--- src/rtl/float_pkg.sv ---
// Shared field layout, special values and accumulator state encoding for the
// 8-bit unsigned float format (value = M * 2^E).
package float_pkg;

   localparam int EXP_MSB = 7;
   localparam int EXP_LSB = 5;
   localparam int MAN_MSB = 4;
   localparam int MAN_LSB = 0;
   localparam int EXP_W   = EXP_MSB - EXP_LSB + 1;
   localparam int MAN_W   = MAN_MSB - MAN_LSB + 1;

   localparam logic [7:0] FLOAT_MAX  = 8'hFF;
   localparam logic [7:0] FLOAT_ZERO = 8'h00;

   typedef enum logic [1:0] {
      ST_ACCEPT = 2'd0,
      ST_ADD    = 2'd1,
      ST_DONE   = 2'd2
   } state_t;

endpackage

--- src/rtl/float_accum_if.sv ---
// Operand stream in, frame result out; the producer/consumer side uses
// master, the accumulator uses slave.
interface float_accum_if #(
   parameter int CNT_W = 5
);
   logic             in_valid;
   logic             in_ready;
   logic [7:0]       in_data;
   logic             in_last;
   logic             out_valid;
   logic             out_ready;
   logic [7:0]       out_sum;
   logic [CNT_W-1:0] out_count;
   logic             out_sat;
   logic             out_trunc;

   modport master (
      output in_valid, in_data, in_last, out_ready,
      input  in_ready, out_valid, out_sum, out_count, out_sat, out_trunc
   );

   modport slave (
      input  in_valid, in_data, in_last, out_ready,
      output in_ready, out_valid, out_sum, out_count, out_sat, out_trunc
   );
endinterface

--- src/rtl/float_add.sv ---
// Combinational float adder: align to the larger exponent (smaller mantissa
// truncated), add, renormalise on carry, saturate to FLOAT_MAX on overflow.
module float_add
   import float_pkg::*;
(
   input  logic [7:0] aIn,
   input  logic [7:0] bIn,
   output logic [7:0] result
);

   logic [EXP_W-1:0] exp_a;
   logic [EXP_W-1:0] exp_b;
   logic [MAN_W-1:0] man_a;
   logic [MAN_W-1:0] man_b;
   logic [EXP_W-1:0] big_exp;
   logic [MAN_W-1:0] big_man;
   logic [MAN_W-1:0] small_man;
   logic [MAN_W:0]   man_sum;

   always_comb begin
      exp_a = aIn[EXP_MSB:EXP_LSB];
      exp_b = bIn[EXP_MSB:EXP_LSB];
      man_a = aIn[MAN_MSB:MAN_LSB];
      man_b = bIn[MAN_MSB:MAN_LSB];

      if (exp_a >= exp_b) begin
         big_exp   = exp_a;
         big_man   = man_a;
         small_man = man_b >> (exp_a - exp_b);
      end else begin
         big_exp   = exp_b;
         big_man   = man_b;
         small_man = man_a >> (exp_b - exp_a);
      end

      man_sum = {1'b0, big_man} + {1'b0, small_man};
      result  = {big_exp, man_sum[MAN_W-1:0]};

      // Two 5-bit mantissas carry at most one bit, so one right shift suffices.
      if (man_sum[MAN_W]) begin
         if (big_exp == {EXP_W{1'b1}}) begin
            result = FLOAT_MAX;
         end else begin
            result = {big_exp + {{(EXP_W-1){1'b0}}, 1'b1}, man_sum[MAN_W:1]};
         end
      end
   end

endmodule

--- src/rtl/float_accum.sv ---
// Frame accumulator: sums a framed operand stream with one float_add and
// presents sum, term count and saturation/truncation flags per frame.
module float_accum
   import float_pkg::*;
#(
   parameter int MAX_TERMS = 16,
   parameter int CNT_W     = 5
) (
   input  logic clk,
   input  logic reset_n,
   float_accum_if.slave bus
);

   localparam logic [CNT_W-1:0] MAX_CNT = CNT_W'(MAX_TERMS);
   localparam logic [CNT_W-1:0] CNT_ONE = CNT_W'(1);

   state_t           state_reg, state_next;
   logic [7:0]       op_reg, op_next;
   logic             last_reg, last_next;
   logic [7:0]       acc_reg, acc_next;
   logic [CNT_W-1:0] cnt_reg, cnt_next;
   logic             sat_reg, sat_next;
   logic             trunc_reg, trunc_next;

   logic [7:0]       sum;
   logic             in_ready;
   logic             out_valid;

   float_add u_add (
      .aIn    (acc_reg),
      .bIn    (op_reg),
      .result (sum)
   );

   always_ff @(posedge clk or negedge reset_n) begin
      if (!reset_n) begin
         state_reg <= ST_ACCEPT;
         op_reg    <= FLOAT_ZERO;
         last_reg  <= 1'b0;
         acc_reg   <= FLOAT_ZERO;
         cnt_reg   <= '0;
         sat_reg   <= 1'b0;
         trunc_reg <= 1'b0;
      end else begin
         state_reg <= state_next;
         op_reg    <= op_next;
         last_reg  <= last_next;
         acc_reg   <= acc_next;
         cnt_reg   <= cnt_next;
         sat_reg   <= sat_next;
         trunc_reg <= trunc_next;
      end
   end

   always_comb begin
      state_next = state_reg;
      op_next    = op_reg;
      last_next  = last_reg;
      acc_next   = acc_reg;
      cnt_next   = cnt_reg;
      sat_next   = sat_reg;
      trunc_next = trunc_reg;
      in_ready   = 1'b0;
      out_valid  = 1'b0;

      case (state_reg)
         ST_ACCEPT: begin
            in_ready = 1'b1;
            if (bus.in_valid) begin
               op_next    = bus.in_data;
               last_next  = bus.in_last;
               state_next = ST_ADD;
            end
         end
         ST_ADD: begin
            acc_next = sum;
            cnt_next = cnt_reg + CNT_ONE;
            sat_next = sat_reg | (sum == FLOAT_MAX);
            if (last_reg) begin
               state_next = ST_DONE;
            end else if (cnt_reg + CNT_ONE == MAX_CNT) begin
               trunc_next = 1'b1;
               state_next = ST_DONE;
            end else begin
               state_next = ST_ACCEPT;
            end
         end
         ST_DONE: begin
            out_valid = 1'b1;
            if (bus.out_ready) begin
               acc_next   = FLOAT_ZERO;
               cnt_next   = '0;
               sat_next   = 1'b0;
               trunc_next = 1'b0;
               state_next = ST_ACCEPT;
            end
         end
         default: begin
            state_next = ST_ACCEPT;
         end
      endcase
   end

   // Handshake outputs decode state only; result fields come straight from registers.
   assign bus.in_ready  = in_ready;
   assign bus.out_valid = out_valid;
   assign bus.out_sum   = acc_reg;
   assign bus.out_count = cnt_reg;
   assign bus.out_sat   = sat_reg;
   assign bus.out_trunc = trunc_reg;

endmodule
--- src/flat_wrapper.sv ---
// flat-port wrapper written by rule: the top's interface ports become plain ports
module float_accum_flat import float_pkg::*;
#(
   parameter int MAX_TERMS = 16,
   parameter int CNT_W     = 5
)
  (clk, reset_n, bus_in_valid, bus_in_data, bus_in_last, bus_out_ready, bus_in_ready, bus_out_valid, bus_out_sum, bus_out_count, bus_out_sat, bus_out_trunc);
  float_accum_if #(.CNT_W(CNT_W)) bus_i ();
  input  logic clk;
  input  logic reset_n;
  input wire logic [$bits(bus_i.in_valid)-1:0] bus_in_valid;
  input wire logic [$bits(bus_i.in_data)-1:0] bus_in_data;
  input wire logic [$bits(bus_i.in_last)-1:0] bus_in_last;
  input wire logic [$bits(bus_i.out_ready)-1:0] bus_out_ready;
  output wire logic [$bits(bus_i.in_ready)-1:0] bus_in_ready;
  output wire logic [$bits(bus_i.out_valid)-1:0] bus_out_valid;
  output wire logic [$bits(bus_i.out_sum)-1:0] bus_out_sum;
  output wire logic [$bits(bus_i.out_count)-1:0] bus_out_count;
  output wire logic [$bits(bus_i.out_sat)-1:0] bus_out_sat;
  output wire logic [$bits(bus_i.out_trunc)-1:0] bus_out_trunc;
  assign bus_i.in_valid = bus_in_valid;
  assign bus_i.in_data = bus_in_data;
  assign bus_i.in_last = bus_in_last;
  assign bus_i.out_ready = bus_out_ready;
  assign bus_in_ready = bus_i.in_ready;
  assign bus_out_valid = bus_i.out_valid;
  assign bus_out_sum = bus_i.out_sum;
  assign bus_out_count = bus_i.out_count;
  assign bus_out_sat = bus_i.out_sat;
  assign bus_out_trunc = bus_i.out_trunc;
  float_accum #(.MAX_TERMS(MAX_TERMS), .CNT_W(CNT_W)) u_core (.clk(clk), .reset_n(reset_n), .bus(bus_i));
endmodule
--- config.mk ---
export PLATFORM = sky130hd
export DESIGN_NAME = float_accum_flat
export DESIGN_NICKNAME = d
export VERILOG_FILES = /design/src/rtl/float_pkg.sv /design/src/rtl/float_accum_if.sv /design/src/rtl/float_add.sv /design/src/rtl/float_accum.sv /design/src/flat_wrapper.sv
export SDC_FILE = /design/constraint.sdc
export NUM_CORES = 1
export LEC_CHECK = 0
export CAP_MARGIN = 20
export CORE_MARGIN = 2
export CORE_UTILIZATION = 40
export CTS_CLUSTER_DIAMETER = 40
export DETAILED_ROUTE_END_ITERATION = 10
export HOLD_SLACK_MARGIN = 0.05
export RECOVER_POWER = 100
export SLEW_MARGIN = 20
export SYNTH_ARGS = -nofsm -noshare
export SYNTH_HDL_FRONTEND = slang
export SYNTH_SLANG_ARGS = --single-unit
--- constraint.sdc ---
create_clock -name clk -period 4.05 [get_ports clk]
set_input_delay 0.6075 -clock clk [delete_from_list [all_inputs] [get_ports clk]]
set_output_delay 0.6075 -clock clk [all_outputs]
set_load 0.02 [all_outputs]
==> results.json, run 1 <==
{
  "status": "completed",
  "portBuffers": 29,
  "fin_area_sq_mm": 0.00240,
  "core_sq_mm": 0.00479,
  "finalNonFillerCells": 323,
  "gp_congestion": 0.860,
  "cts_tree": "yes",
  "routed_wl_um": 4750,
  "clk_pin_slew_worst_paths_ns": 0.09,
  "drc": 0,
  "pre_cts_ws_ns": 0.477,
  "hp-class": "reg2reg",
  "synth_edf_count": 0,
  "antenna_found_initial": 0,
  "netlist_area_sq_mm": 0.00200,
  "finalSetupViolCount": 0,
  "start_util": 0.418,
  "critPathRequiredTime_ns": 4.25,
  "synth_top_cell_area_share": 0.325,
  "nets": 285,
  "cts_root_buf": "clkbuf_8",
  "grt_pass1_wl_um": 7910,
  "yosysSeqAreaShare": 0.325,
  "synth.area.top_cells": "dfrtp_1, nand2_1, ha_1",
  "postRouteAntennaNets": 0,
  "syn2layout_area_growth_pct": 20.0,
  "tightest_slew_ns": 1.48,
  "crit_buf_inv": 1,
  "yosysUniqueCellTypes": 54,
  "cts_buffers": 3,
  "antenna_cells": 0,
  "overflow": 0,
  "ys_warn_count": 0,
  "synthCells": 229,
  "min_period_ns": 3.66,
  "final-max-slew-violation-count": 0,
  "cts_setup_buffers": 0,
  "asyncSetResetFlopFracSynth": 1.00,
  "max-slew-margin-rel": 0.0134,
  "tns_ns": 0,
  "die_h_um": 74.7,
  "avgRoutedWirePerCell_um": 14.7,
  "cts_hold_buf": 0,
  "ctsResizeCount": 0,
  "timing.final.crit_share": 0.903,
  "cpLargestDelayFamily": "simple AND/OR/NAND/NOR gates",
  "die-area_sq_mm": 0.00559,
  "critPathKind": "reg2reg",
  "place_area_sq_mm": 0.00235,
  "syn-num-nets": 257,
  "ys_ff_latch": 26,
  "cp_cell_sequence": "inv_1, ha_1, nor2b_4, o21ai_0, nor2_1, nand2_1, o21ai_0, ha_1, a211o_1, and3_4, nor4_1, o2111ai_1, a32oi_1",
  "finalWorstSetupSlack_ns": 0.392,
  "grt_max_degree": 27,
  "dieWidth_um": 74.7,
  "grt_usage": 0.184,
  "max-cap-violations": 0,
  "h-tree-depth": 1,
  "max_clock_freq_mhz": 273,
  "layout-drive-gt1-share": 0.102,
  "insertion_delay_ns": 0.27,
  "start_kind": "flip-flop",
  "critPathMaxFanout": 9,
  "clock_path_buffers": 2,
  "vias": 1733,
  "arrival_ns": 3.85,
  "finalHoldViolations": 0,
  "core.rowCount": 25,
  "cpPeakStageDelay_ns": 0.46,
  "dp_hpwl_um": 3620,
  "syn_area_per_cell_sq_um": 8.74,
  "first_iter_violations": 69,
  "fin_skew_ns": 0.00463,
  "viasPerCell": 5.37,
  "cts_sinks": 26,
  "io_pins": 30,
  "rsz0062_at_grt": "no",
  "dp_cells": 319,
  "synthFlopType": "dfrtp_1",
  "yosysTopAreaCell": "dfrtp_1",
  "critPathCaptureType": "flip-flop",
  "critPathSlowestCell": "ha_1",
  "grt_pass1_vias": 1605,
  "first_pass_iters": 4
}
==> path summary, 6_finish.rpt <==
| path | end | slack [ns] | from | depth (start not counted) |
|---|---|---|---|---|
| min in group asynchronous | u_core.op_reg[4]$_DFFE_PN0P_ | 1.21 | reset_n | 2 |
| worst max register to register | u_core.bus.out_sat$_DFFE_PN0P_ | 0.39 | u_core.bus.out_sum[5]$_DFFE_PN0P_ | 13 |
| max in group asynchronous | u_core.op_reg[1]$_DFFE_PN0P_ | 1.98 | reset_n | 2 |
| worst min-delay path | u_core.state_reg[1]$_DFFE_PN0P_ | 0.54 | u_core.last_reg$_DFFE_PN0P_ | 2 |
| worst min register to register | u_core.state_reg[1]$_DFFE_PN0P_ | 0.54 | u_core.last_reg$_DFFE_PN0P_ | 2 |
| worst max-delay path | u_core.bus.out_sat$_DFFE_PN0P_ | 0.39 | u_core.bus.out_sum[5]$_DFFE_PN0P_ | 13 |
==> stage by stage <==
step | utilization | hold slack [ns]
2_1_floorplan | - | 0.312
3_3_place_gp | 0.491 | 0.525
3_5_place_dp | 0.491 | 0.528
4_1_cts | 0.503 | 0.549
5_1_grt | 0.502 | 0.587
6_report | 0.502 | 0.539
==> worst min-delay path, delay by kind of cell (launching register included) <==
family | cells | cell delay [ns]
DFF | 1 | 0.36
AOI/OAI and AO/OA | 1 | 0.11
and+or+nand+nor | 1 | 0.05
==> cells by family after synthesis <==
kind of cell	Yosys count	share of synthesized area
AND/OR/NAND/NOR	83	0.194
AO/OA/AOI/OAI	62	0.209
flip-flops	26	0.325
buffers and inverters	20	0.0444
multiplexers	16	0.0925
adder cells (fa/ha/maj)	15	0.105
XOR/XNOR	7	0.0306
==> layout by cell type, fill, tap and decap left out, types with 2 or more instances in the layout <==
master | netlist | layout
xor2_1 | 3 | 3
buf_4 | 0 | 2
clkdlybuf4s50_1 | 0 | 9
dlygate4sd3_1 | 0 | 20
mux2i_1 | 5 | 5
a22o_1 | 2 | 2
nor2b_1 | 2 | 2
ha_1 | 12 | 12
nor3_1 | 7 | 7
a32oi_1 | 2 | 2
clkbuf_8 | 0 | 4
o2111ai_1 | 2 | 2
nand2_1 | 44 | 44
a21oi_1 | 9 | 9
o211ai_1 | 2 | 2
mux2_2 | 10 | 10
inv_1 | 11 | 11
nor2_1 | 9 | 9
nand3_1 | 6 | 6
o21ai_0 | 27 | 28
dfrtp_1 | 26 | 26
fa_1 | 3 | 3
nand4_1 | 3 | 3
xnor2_1 | 4 | 4
==> layer usage <==
metal,GRT usage,vias up,part of all wire
met4,0.0496,0,0.011
met5,0,-,0
met2,0.297,23,0.46
met3,0.0214,5,0.027
met1,0.264,826,0.50
li1,-,879,-
==> final cells by class <==
class,count,area (sq um)
repair buffers,32,309
inverters,11,41.3
multi-input cells,183,1260
flip-flops and latches,26,651
well taps,67,83.8
fillers,475,2380
clock buffers,4,55.1
==> synthesized netlist by cell type (all sizes together) (2+ instances only) <==
cell,instances
nand2,45
o21ai,28
dfrtp,26
ha,12
inv,11
a21oi,10
mux2,10
nor2,9
nor3,7
buf,6
mux2i,6
nand3,6
xnor2,4
clkbuf,3
fa,3
nand4,3
nor2b,3
xor2,3
a22o,2
a32oi,2
o2111ai,2
o211ai,2
o21a,2
o22ai,2
o31ai,2
or2,2
Power of run 1 is not shown: default switching activity piles up to over one toggle a cycle in this logic, so the estimate is an artifact.
==> run 2, diff against run 1 <==
--- a/config.mk
+++ b/config.mk
@@ -12,6 +12,8 @@
 export DETAILED_ROUTE_END_ITERATION = 10
 export HOLD_SLACK_MARGIN = 0.05
 export RECOVER_POWER = 100
+export REMOVE_ABC_BUFFERS = 1
+export SETUP_SLACK_MARGIN = 0.5
 export SLEW_MARGIN = 20
 export SYNTH_ARGS = -nofsm -noshare
 export SYNTH_HDL_FRONTEND = slang
==> run 2 against run 1 <==
Clock skew fell by 0.0014 ns. Non-clock buffer count down 1. Maximum frequency grew 3.0%. Critical path depth stayed put. Setup slack better by 0.11 ns. Global-route usage down 0.52 points. Wire length is 2.8% lower. Critical path type unchanged. Highest routed layer unchanged.
==> results.json, run 2 (same netlist as run 1, synthesis figures left out) <==
{
  "rsz0062_at_grt": "no",
  "gp_congestion": 0.823,
  "grt_max_degree": 27,
  "syn2layout_area_growth_pct": 22.4,
  "insertion_delay_ns": 0.28,
  "hp-class": "reg2reg",
  "finalHoldViolations": 0,
  "first_iter_violations": 117,
  "start_util": 0.418,
  "die_h_um": 74.7,
  "min_period_ns": 3.55,
  "timing.final.crit_share": 0.877,
  "path_common_cell": "ha_1",
  "core.rowCount": 25,
  "grt_pass1_vias": 1540,
  "antenna_cells": 0,
  "overflow": 0,
  "cts_buffers": 3,
  "antenna_found_initial": 0,
  "dieWidth_um": 74.7,
  "finalNonFillerCells": 322,
  "cts_sinks": 26,
  "whs_ns": 0.548,
  "final-max-slew-violation-count": 0,
  "critPathMaxFanout": 8,
  "grt_pass1_wl_um": 7650,
  "mostFrequentLayoutCells": "nand2_1, o21ai_0, dfrtp_1",
  "cpPeakStageDelay_ns": 0.51,
  "arrival_ns": 3.75,
  "fin_skew_ns": 0.00324,
  "clock_path_buffers": 2,
  "fin_util": 0.512,
  "max-cap-violations": 0,
  "nets": 284,
  "viasPerCell": 5.28,
  "start_kind": "flip-flop",
  "cts_tree": "yes",
  "dp_hpwl_um": 3480,
  "vias": 1700,
  "die-area_sq_mm": 0.00559,
  "tns_ns": 0,
  "io_pins": 30,
  "drc": 0,
  "cts_setup_buffers": 0,
  "critPathRequiredTime_ns": 4.25,
  "clk_pin_slew_worst_paths_ns": 0.10,
  "first_pass_iters": 4,
  "routed_wl_um": 4620,
  "cp_cell_sequence": "inv_1, ha_1, fa_2, xnor2_2, nor2_2, nand2_1, o21ai_1, ha_1, a211o_1, and3_4, o22ai_1, o21ai_0, a32oi_1",
  "dp_cells": 318,
  "portBuffers": 29,
  "grt_usage": 0.179,
  "finalSetupViolCount": 0,
  "h-tree-depth": 1,
  "core_sq_mm": 0.00479,
  "critPathKind": "reg2reg",
  "final_common_cell": "nand2_1",
  "max-slew-margin-rel": 0.0630,
  "max_clock_freq_mhz": 282,
  "tightest_slew_ns": 1.41,
  "avgRoutedWirePerCell_um": 14.4,
  "cts_root_buf": "clkbuf_8",
  "postRouteAntennaNets": 0,
  "status": "completed",
  "critPathSlowestCell": "o22ai_1",
  "n_fill_cell": 470,
  "critPathCaptureType": "flip-flop",
  "layout-drive-gt1-share": 0.129
}
-- run 2: cell types whose count changed in the layout (fill, tap and decap cells not counted), sizes merged --
| cell | change |
|---|---|
| bufinv | +1 |
| buf | -1 |
| clkbuf | -1 |
-- run 2: final timing paths --
check	start	to	slack [ns]	depth (start not counted)
worst max-delay path	u_core.op_reg[5]$_DFFE_PN0P_	u_core.bus.out_sat$_DFFE_PN0P_	0.50	13
worst min-delay path	u_core.last_reg$_DFFE_PN0P_	u_core.state_reg[1]$_DFFE_PN0P_	0.55	2
worst max register to register	u_core.op_reg[5]$_DFFE_PN0P_	u_core.bus.out_sat$_DFFE_PN0P_	0.50	13
worst min register to register	u_core.last_reg$_DFFE_PN0P_	u_core.state_reg[1]$_DFFE_PN0P_	0.55	2
max in group asynchronous	reset_n	u_core.bus.out_sum[4]$_DFFE_PN0P_	2.06	2
min in group asynchronous	reset_n	u_core.bus.out_trunc$_DFFE_PN0P_	1.17	2
-- run 2: layer usage --
metal  GRT usage  part of all wire
met5           0                 0
met4      0.0476             0.011
met2       0.268              0.45
met3      0.0161             0.028
met1       0.278              0.51
-- run 2: area by class of cell --
| type | instances | area, sq um | share of cell area |
|---|---|---|---|
| Timing Repair Buffer | 31 | 302 | 0.123 |
| Tap cell | 67 | 83.8 | 0.0342 |
| Clock inverter | 1 | 30.0 | 0.0123 |
| Sequential cell | 26 | 651 | 0.265 |
| Inverter | 11 | 41.3 | 0.0168 |
| Multi-Input combinational cell | 183 | 1300 | 0.531 |
| Clock buffer | 3 | 41.3 | 0.0168 |
-- run 2: repair_timing --
| item | 4_1_cts | 5_1_grt |
|---|---|---|
| hold buffers | 0 | 0 |
| hold endpoints to repair | 0 | 0 |
| endpoints found under the setup margin | 4 | 9 |
| gates resized for setup | 3 | 8 |
-- run 2: critical path: cells and delay by family, from the launching register on --
family                   cells  cell delay [ns]
XOR/XNOR                     1             0.16
AO/OA/AOI/OAI                5             1.46
AND/OR/NAND/NOR              3             0.48
adder cells (fa/ha/maj)      3             0.83
buffers and inverters        1             0.10
flip-flops                   1             0.44
-- run 2: metrics by stage --
stage,cell area (sq um),worst slack (ns)
floorplan,1950,0.277
global placement,2340,0.515
detailed placement,2340,0.351
CTS,2430,0.504
global route,2450,0.277
finish,2450,0.500
Power of run 2 is left out for the same reason.
==> run 3, diff against run 2 <==
--- a/config.mk
+++ b/config.mk
@@ -7,10 +7,12 @@
 export LEC_CHECK = 0
 export CAP_MARGIN = 20
 export CORE_MARGIN = 2
-export CORE_UTILIZATION = 40
+export CORE_UTILIZATION = 45
 export CTS_CLUSTER_DIAMETER = 40
+export CTS_CLUSTER_SIZE = 16
 export DETAILED_ROUTE_END_ITERATION = 10
 export HOLD_SLACK_MARGIN = 0.05
+export PLACE_DENSITY = 0.68
 export RECOVER_POWER = 100
 export REMOVE_ABC_BUFFERS = 1
 export SETUP_SLACK_MARGIN = 0.5
==> run 3 against run 2 <==
Flip-flop and latch count unchanged. Clock-buffer cell count unchanged. Utilization up 5.8 points. Via count up 3.6%. Critical path type unchanged. Largest cell class unchanged.
==> results.json, run 3 (same netlist as run 1, synthesis figures left out) <==
{
  "antenna_cells": 0,
  "die_h_um": 70.7,
  "die-area_sq_mm": 0.00500,
  "hp-class": "reg2reg",
  "cts_sinks": 26,
  "overflow": 0,
  "core_sq_mm": 0.00432,
  "portBuffers": 29,
  "postRouteAntennaNets": 0,
  "final_common_cell": "nand2_1",
  "max-cap-violations": 0,
  "startpoint": "u_core.bus.out_sum[5]$_DFFE_PN0P_",
  "finalSetupViolCount": 0,
  "critPathCaptureType": "flip-flop",
  "dp_hpwl_um": 3450,
  "rrSetupSlack_ns": 0.52,
  "fin_area_sq_mm": 0.00247,
  "max-slew-margin-rel": 0.0385,
  "status": "completed",
  "layout-drive-gt1-share": 0.136,
  "rsz0062_at_grt": "no",
  "critPathKind": "reg2reg",
  "syn2layout_area_growth_pct": 23.2,
  "clock_path_buffers": 2,
  "final-max-slew-violation-count": 0,
  "min_period_ns": 3.53,
  "timing.final.crit_share": 0.871,
  "grt_usage": 0.203,
  "avgRoutedWirePerCell_um": 15.4,
  "dieWidth_um": 70.7,
  "critPathRequiredTime_ns": 4.20,
  "cts_root_buf": "clkbuf_8",
  "reg2regPathDepth": 12,
  "fin_skew_ns": 0.00270,
  "first_pass_iters": 5,
  "cts_hold_buf": 0,
  "start_kind": "flip-flop",
  "antenna_found_initial": 0,
  "grt_pass1_vias": 1718,
  "routed_wl_um": 4760,
  "io_pins": 30,
  "finalHoldViolations": 0,
  "gp_congestion": 0.867,
  "core.rowCount": 24,
  "max_clock_freq_mhz": 284,
  "clk_pin_slew_worst_paths_ns": 0.10,
  "r2r-end": "u_core.bus.out_sat$_DFFE_PN0P_",
  "grt_pass1_wl_um": 8180,
  "first_iter_violations": 201,
  "r2r-start": "u_core.bus.out_sum[5]$_DFFE_PN0P_",
  "start_util": 0.463,
  "tns_ns": 0,
  "arrival_ns": 3.68,
  "critPathMaxFanout": 7,
  "viasPerCell": 5.68,
  "nets": 287,
  "h-tree-depth": 1,
  "place_area_sq_mm": 0.00232,
  "cts_buffers": 3,
  "insertion_delay_ns": 0.27,
  "endpoint": "u_core.bus.out_sat$_DFFE_PN0P_",
  "cts_tree": "yes",
  "tightest_slew_ns": 1.44,
  "mostFrequentLayoutCells": "nand2_1, o21ai_0, dfrtp_1",
  "drc": 0,
  "grt_max_degree": 27,
  "vias": 1761
}
## run 3: worst min path at each step
stage / from / endpoint / slack (ns) / depth (start not counted)
3_5_place_dp: u_core.last_reg$_DFFE_PN0P_ / u_core.state_reg[1]$_DFFE_PN0P_ / 0.52 / 2
6_report: u_core.last_reg$_DFFE_PN0P_ / u_core.state_reg[1]$_DFFE_PN0P_ / 0.54 / 2
2_1_floorplan: reset_n / u_core.bus.out_count[0]$_DFFE_PN0P_ / 0.31 / 0
3_3_place_gp: u_core.last_reg$_DFFE_PN0P_ / u_core.state_reg[1]$_DFFE_PN0P_ / 0.51 / 2
5_1_grt: u_core.last_reg$_DFFE_PN0P_ / u_core.state_reg[1]$_DFFE_PN0P_ / 0.57 / 2
4_1_cts: u_core.last_reg$_DFFE_PN0P_ / u_core.state_reg[1]$_DFFE_PN0P_ / 0.55 / 2
## run 3: critical path: stages (launching register included)
cell      delay, ns
dfrtp_1        0.43
ha_1           0.24
fa_1           0.38
xnor2_1        0.18
nor2_1         0.26
nand2_1        0.12
o21ai_0        0.31
ha_1           0.30
a211o_1        0.30
and3_4         0.21
o22a_1         0.28
a222oi_1       0.28
a32oi_1        0.10
## run 3: repair_timing
item | in CTS | in global routing
gates resized for setup | 2 | 13
buffers inserted | 0 | 3
endpoints found under the setup margin | 4 | 9
pin swaps | 0 | 2
## run 3: final cells by class
class | instances | area [sq um]
tap | 52 | 65.1
timing repair buffer | 34 | 324
clock buffer | 3 | 41.3
inverter | 11 | 41.3
multi-input combinational | 183 | 1310
clock inverter | 1 | 30.0
sequential | 26 | 652
fill | 394 | 1860
## run 3: per-layer routing
| layer | share of wire | GRT usage | vias to the layer above |
|---|---|---|---|
| met3 | 0.035 | 0.0157 | 8 |
| met5 | 0 | 0 | - |
| met4 | 0.022 | 0.0901 | 0 |
| met2 | 0.46 | 0.306 | 44 |
| met1 | 0.48 | 0.297 | 832 |
| li1 | - | - | 877 |
## run 3: metrics by stage
stage	utilization	std cells	worst slack [ns]	hold WS (ns)
floorplan	-	220	0.277	0.312
global placement	0.538	303	0.558	0.513
detailed placement	0.538	303	0.342	0.521
CTS	0.556	307	0.506	0.550
global route	0.570	310	0.296	0.572
finish	0.570	310	0.523	0.544
Power of run 3 is left out for the same reason.
